[config.mk]
export PLATFORM = sky130hd
export DESIGN_NAME = systolic_skew_feeder
export DESIGN_NICKNAME = d
export VERILOG_FILES = /design/src/rtl/systolic_pkg.sv /design/src/rtl/counter_up.sv /design/src/rtl/systolic_skew_feeder.sv
export SDC_FILE = /design/constraint.sdc
export NUM_CORES = 1
export LEC_CHECK = 0
export CAP_MARGIN = 20
export CORE_ASPECT_RATIO = 0.8
export CORE_MARGIN = 1.5
export CORE_UTILIZATION = 53
export CTS_BUF_LIST = sky130_fd_sc_hd__clkbuf_2 sky130_fd_sc_hd__clkbuf_4 sky130_fd_sc_hd__clkbuf_8
export DETAILED_ROUTE_END_ITERATION = 16
export PLACE_DENSITY = 0.93
export SLEW_MARGIN = 20
export SYNTH_ARGS = -nofsm -noshare
export SYNTH_HDL_FRONTEND = slang
export SYNTH_SLANG_ARGS = --single-unit
[constraint.sdc]
create_clock -name clk_i -period 2.5 [get_ports clk_i]
set_input_delay 0.5 -clock clk_i [delete_from_list [all_inputs] [get_ports clk_i]]
set_output_delay 0.5 -clock clk_i [all_outputs]
set_load 0.1 [all_outputs]
[src/rtl/systolic_pkg.sv]
// Shared types and sizing helpers for the systolic array feed path.
//   skew_state_e : operand loader phases (LOAD, STREAM, DONE)
//   cnt_width    : counter width for n distinct values, never below 1 bit
//   e_width      : width of the element index counter
//   t_width      : width of the wavefront cycle counter
package systolic_pkg;

  typedef enum logic [1:0] {
    LOAD,
    STREAM,
    DONE
  } skew_state_e;

  function automatic int unsigned cnt_width(input int unsigned n);
    return (n <= 1) ? 1 : $clog2(n);
  endfunction

  function automatic int unsigned e_width(input int unsigned rows, input int unsigned depth);
    return cnt_width(rows * depth);
  endfunction

  function automatic int unsigned t_width(input int unsigned rows, input int unsigned depth);
    return cnt_width(rows + depth - 1);
  endfunction

endpackage

[src/rtl/counter_up.sv]
// Saturating up-counter 0 .. max_p with synchronous clear.
//   clk_i    : clock
//   reset_ni : asynchronous active-low reset
//   clr_i    : synchronous clear to 0, wins over inc_i
//   inc_i    : advance by one; holds at max_p
//   cnt_o    : current count (registered)
//   term_c   : count equals max_p
module counter_up
  import systolic_pkg::*;
#(
  parameter int unsigned max_p = 1,
  localparam int unsigned cnt_w = cnt_width(max_p + 1)
) (
  input  logic             clk_i,
  input  logic             reset_ni,
  input  logic             clr_i,
  input  logic             inc_i,
  output logic [cnt_w-1:0] cnt_o,
  output logic             term_c
);

  logic [cnt_w-1:0] cnt_q;

  assign term_c = (cnt_q == cnt_w'(max_p));
  assign cnt_o  = cnt_q;

  // Count register; saturates at the terminal value.
  always_ff @(posedge clk_i or negedge reset_ni) begin
    if (!reset_ni) begin
      cnt_q <= '0;
    end else if (clr_i) begin
      cnt_q <= '0;
    end else if (inc_i && !term_c) begin
      cnt_q <= cnt_q + cnt_w'(1);
    end
  end

endmodule

[src/rtl/systolic_skew_feeder.sv]
// Operand loader for the systolic array: buffers one rows_p x depth_p matrix
// received as a row-major element stream, then replays it as a diagonal
// wavefront with row r delayed by r cycles.
//   clk_i    : clock
//   reset_ni : asynchronous active-low reset
//   en_i     : global enable; low freezes all state
//   flush_i  : synchronous abort back to LOAD (beats en_i)
//   valid_i  : input element valid
//   data_i   : input element
//   ready_o  : element accepted this cycle when valid_i is high
//   valid_o  : per-row output valid, bit r = row r
//   data_o   : row r at bits [r*width_p +: width_p]
//   done_o   : one-cycle pulse after the wavefront completes
module systolic_skew_feeder
  import systolic_pkg::*;
#(
  parameter int unsigned width_p = 8,
  parameter int unsigned rows_p  = 2,
  parameter int unsigned depth_p = 2
) (
  input  logic                       clk_i,
  input  logic                       reset_ni,
  input  logic                       en_i,
  input  logic                       flush_i,
  input  logic                       valid_i,
  input  logic [width_p-1:0]         data_i,
  output logic                       ready_o,
  output logic [rows_p-1:0]          valid_o,
  output logic [rows_p*width_p-1:0]  data_o,
  output logic                       done_o
);

  localparam int unsigned n_elem = rows_p * depth_p;
  localparam int unsigned t_last = rows_p + depth_p - 2;
  localparam int unsigned e_w    = e_width(rows_p, depth_p);
  localparam int unsigned t_w    = t_width(rows_p, depth_p);

  skew_state_e state_q, state_d;

  logic [e_w-1:0] e_q;
  logic [t_w-1:0] t_q;
  logic           e_term_c, t_term_c;
  logic           accept_c, t_inc_c;
  int unsigned    t_ext;

  logic [width_p-1:0] buf_q [n_elem];

  // Ready is held low while reset is asserted, not only by the LOAD state.
  assign ready_o  = reset_ni & en_i & (state_q == LOAD);
  assign accept_c = ready_o & valid_i;
  assign t_inc_c  = en_i & (state_q == STREAM);
  assign done_o   = (state_q == DONE);

  // Element index: wraps to 0 on the final accepted element.
  counter_up #(.max_p(n_elem - 1)) u_e_cnt (
    .clk_i    (clk_i),
    .reset_ni (reset_ni),
    .clr_i    (flush_i | (accept_c & e_term_c)),
    .inc_i    (accept_c),
    .cnt_o    (e_q),
    .term_c   (e_term_c)
  );

  // Wavefront cycle: runs only while streaming and enabled.
  counter_up #(.max_p(t_last)) u_t_cnt (
    .clk_i    (clk_i),
    .reset_ni (reset_ni),
    .clr_i    (flush_i | (t_inc_c & t_term_c)),
    .inc_i    (t_inc_c),
    .cnt_o    (t_q),
    .term_c   (t_term_c)
  );

  // State register; flush overrides the enable.
  always_ff @(posedge clk_i or negedge reset_ni) begin
    if (!reset_ni) begin
      state_q <= LOAD;
    end else if (flush_i) begin
      state_q <= LOAD;
    end else if (en_i) begin
      state_q <= state_d;
    end
  end

  // Next-state logic.
  always_comb begin
    state_d = state_q;
    unique case (state_q)
      LOAD:    if (accept_c && e_term_c) state_d = STREAM;
      STREAM:  if (t_term_c) state_d = DONE;
      DONE:    state_d = LOAD;
      default: state_d = LOAD;
    endcase
  end

  // Operand buffer, row-major by element index; contents need no reset.
  always_ff @(posedge clk_i) begin
    if (accept_c && !flush_i) begin
      buf_q[e_q] <= data_i;
    end
  end

  assign t_ext = 32'(t_q);

  // Row r shows column t-r while 0 <= t-r < depth_p, otherwise zero.
  for (genvar r = 0; r < rows_p; r++) begin : g_row
    localparam int unsigned row_idx = r;
    logic               act_c;
    logic [e_w-1:0]     idx_c;

    assign act_c = (state_q == STREAM) && (t_ext >= row_idx) &&
                   ((t_ext - row_idx) < depth_p);
    assign idx_c = e_w'(row_idx * depth_p + t_ext - row_idx);

    assign valid_o[r]                      = act_c;
    assign data_o[r*width_p +: width_p]    = act_c ? buf_q[idx_c] : '0;
  end

endmodule

==> run_results.csv <==
group,metric,value,unit
worst_setup_path,crit_type,"flop to primary output",
synth,synthFlopType,"edfxtp_1",
worst_setup_path,cp_slowest_cell,"nand3_1",
clock_tree,clk_path_buf_depth,2,
detailed_routing,first_iter_violations,16,
layout,final_common_cell,"edfxtp_1",
worst_setup_path,cp-end-kind,"primary output",
timing,slew_violations,0,
worst_setup_path,ff2ff_path_depth,4,
global_routing,grt_overflow,0,
worst_setup_path,critPathRequiredTime,2.00,ns
worst_setup_path,worst-path-max-fanout,9,
worst_setup_path,crit_family,"simple AND/OR/NAND/NOR gates",
timing,setup_viol,0,
layout,layout.cells.most_common_list,"32 x edfxtp_1, 19 x buf_12, 17 x mux2i_1",
global_routing,grt_pass1_vias,1177,
worst_setup_path,cp.depth,4,
power,power,1.158,mW
min_path,hold_class,"primary input to async pin",
clock_tree,hold_buffers,0,
synth,netlist_instances,120,
layout,finalNetCount,182,
synth,ys_ff_latch,38,
floorplan,die_w,65.51,microns
layout,design_area,2434,sq um
floorplan,core,2872,sq um
timing,period_share,0.9259,
clock_tree,ctsHtreeMaxLevel,2,
clock_tree,cts_sinks,38,
worst_setup_path,cp-startpoint,"state_q[1]",
floorplan,pin_count,33,
worst_setup_path,crit_path_end,"data_o[0]",
worst_setup_path,crit_chain,"inv_1 > nand3_1 > nor2_2 > buf_12",
synth,yosysWarnings,0,
global_routing,grt_max_degree,13,
detailed_routing,vias_per_cell,5.396,
timing,tns,0,ns
floorplan,initial_core_util,0.5769,
power,total_leakage_power,0.8628,nW
timing,setup_slack,0.1852,ns
detailed_routing,drcViolationCount,0,
global_routing,grt_pass1_wl,5.747,mm
place,placed_cells,194,
worst_setup_path,ff2ff_setup_slack,0.64,ns
global_routing,gr-usage-all-layers,0.2398,
detailed_routing,wirelength,3.610,mm
power,power.density,475.8,nW/um^2
clock_tree,clk_pin_slew,0.07,ns
clock_tree,cts_resized,0,
synth,syn-num-nets,139,
timing,relSlewSlack,0.6126,
timing,clock_skew,0.003923,ns
clock_tree,cts_setup_buffers,0,
clock_tree,clk_latency,0.29,ns
clock_tree,cts_tree,"yes",
layout,area_growth,46.90,%
layout,multi_input_area,574.3,sq um
run,maxCapViolations,0,
timing,max_slew.worst_pin.slew,0.5795,ns
synth,ys_types,24,
clock_tree,cts_made_buffers,5,
outcome,status,"complete, no violations",
detailed_routing,dr.pass1.iters,4,
synth,synthArstFlopShare,0.1579,
worst_setup_path,r2r_end,"buf_q[2][1]",
synth,synth_edf_count,32,
place,numPortBuffers,32,
timing,timing.fmax,0.4320,GHz
global_routing,grt_antenna_before_repair,0,
synth,ys_seq_area_frac,0.6707,
floorplan,rows,17,
detailed_routing,drtAntennaViolNets,0,
worst_setup_path,worstReg2RegStart,"state_q[0]",
layout,seqCellArea,1111,sq um
worst_setup_path,critical_path_buf_inv_count,2,
synth,syn-cell-area,1657,sq um
worst_setup_path,critPathLaunchType,"flop",
worst_setup_path,max_stage_delay,0.44,ns
detailed_routing,vias,1090,
floorplan,fp.dieArea,3472,sq um
layout,layout-drive-gt1-share,0.3537,
layout,nFillCells,135,
layout,post-route-util,0.8475,
detailed_routing,wl_per_cell,17.87,microns
timing,rsz0062_at_grt,"false",
synth,avgSynthCellArea,13.80,sq um
power,ir_drop,0.0005897,V
timing,period_minus_slack,2.315,ns
place,pre_cts_ws,0.1915,ns
place,hpwl,2.778,mm
layout,fin_cells,202,
place,dpl-instance-area,2349,sq um
worst_setup_path,arrival,1.81,ns
floorplan,die_h,53.01,microns
timing,fin_hold_ws,0.4965,ns
place,routabilityCongestion,0.8598,
layout,n_antenna_cell,0,
clock_tree,cts-root-buf,"clkbuf_8",
timing,finalHoldViolations,0,
==> worst reg2reg max path, delay by kind of cell, from the launching register on <==
family        cells  cell delay, ns
buf+inv           1            0.24
flops             1            0.46
simple gates      3            0.86
==> final cells by class <==
cell class                      count  area share
Multi-Input combinational cell     68      0.2360
Timing Repair Buffer               42      0.2396
Inverter                            8     0.01337
Clock buffer                        6     0.03136
Tap cell                           38     0.01954
Clock inverter                      2    0.003599
Sequential cell                    38      0.4566
==> per-layer routing <==
| layer | wire length [microns] | track usage | vias to the layer above | part of all wire |
|---|---|---|---|---|
| met5 | 0 | 0 | - | 0 |
| met4 | 46 | 0.07986 | 0 | 0.013 |
| met3 | 151 | 0.05957 | 8 | 0.042 |
| met2 | 1985 | 0.4558 | 32 | 0.55 |
| met1 | 1426 | 0.2644 | 541 | 0.40 |
| li1 | - | - | 509 | - |
==> worst min-delay path by stage <==
| stage | slack, ns | to | cells past startpoint |
|---|---|---|---|
| 2_1_floorplan | 0.20 | state_q[0] | 0 |
| 3_3_place_gp | 0.53 | u_t_cnt.cnt_o[1] | 2 |
| 3_5_place_dp | 0.56 | u_t_cnt.cnt_o[1] | 2 |
| 4_1_cts | 0.50 | state_q[1] | 2 |
| 5_1_grt | 0.53 | state_q[1] | 2 |
| 6_report | 0.50 | state_q[1] | 2 |
==> report_power, final <==
part,total [mW],internal (mW),switching (mW)
Sequential,0.694,0.692,0.00233
Combinational,0.0581,0.0283,0.0299
Clock,0.406,0.202,0.204
==> cell families (layout without fill, tap and decap cells) <==
group | count (synthesis) | in the layout | synth area share
adder cells (fa/ha/maj) | 6 | 6 | 0.04532
buffers and inverters | 14 | 58 | 0.03851
flip-flops | 38 | 38 | 0.6707
multiplexers | 18 | 18 | 0.1095
AND/OR/NAND/NOR | 39 | 39 | 0.1186
AO/OA/AOI/OAI | 5 | 5 | 0.01737
==> sequential cells by signal, summed over array words and instances, names as in the netlist <==
register / count
state_q: 2
buf_q: 32
u_e_cnt.cnt_o: 2
u_t_cnt.cnt_o: 2
==> synth_stat cells, types with 2 or more instances <==
master	number	area (sq um)
dfrtp_1	6	150.1
ha_1	6	75.07
inv_1	8	30.03
nor2_1	19	71.32
nor3b_1	4	30.03
nand4_1	2	12.51
nand2b_1	2	12.51
nand2_1	5	18.77
a21oi_1	3	15.01
mux2i_1	17	170.2
buf_4	2	15.01
buf_2	3	15.01
edfxtp_1	32	960.9
(Power assumes the default switching activity.)
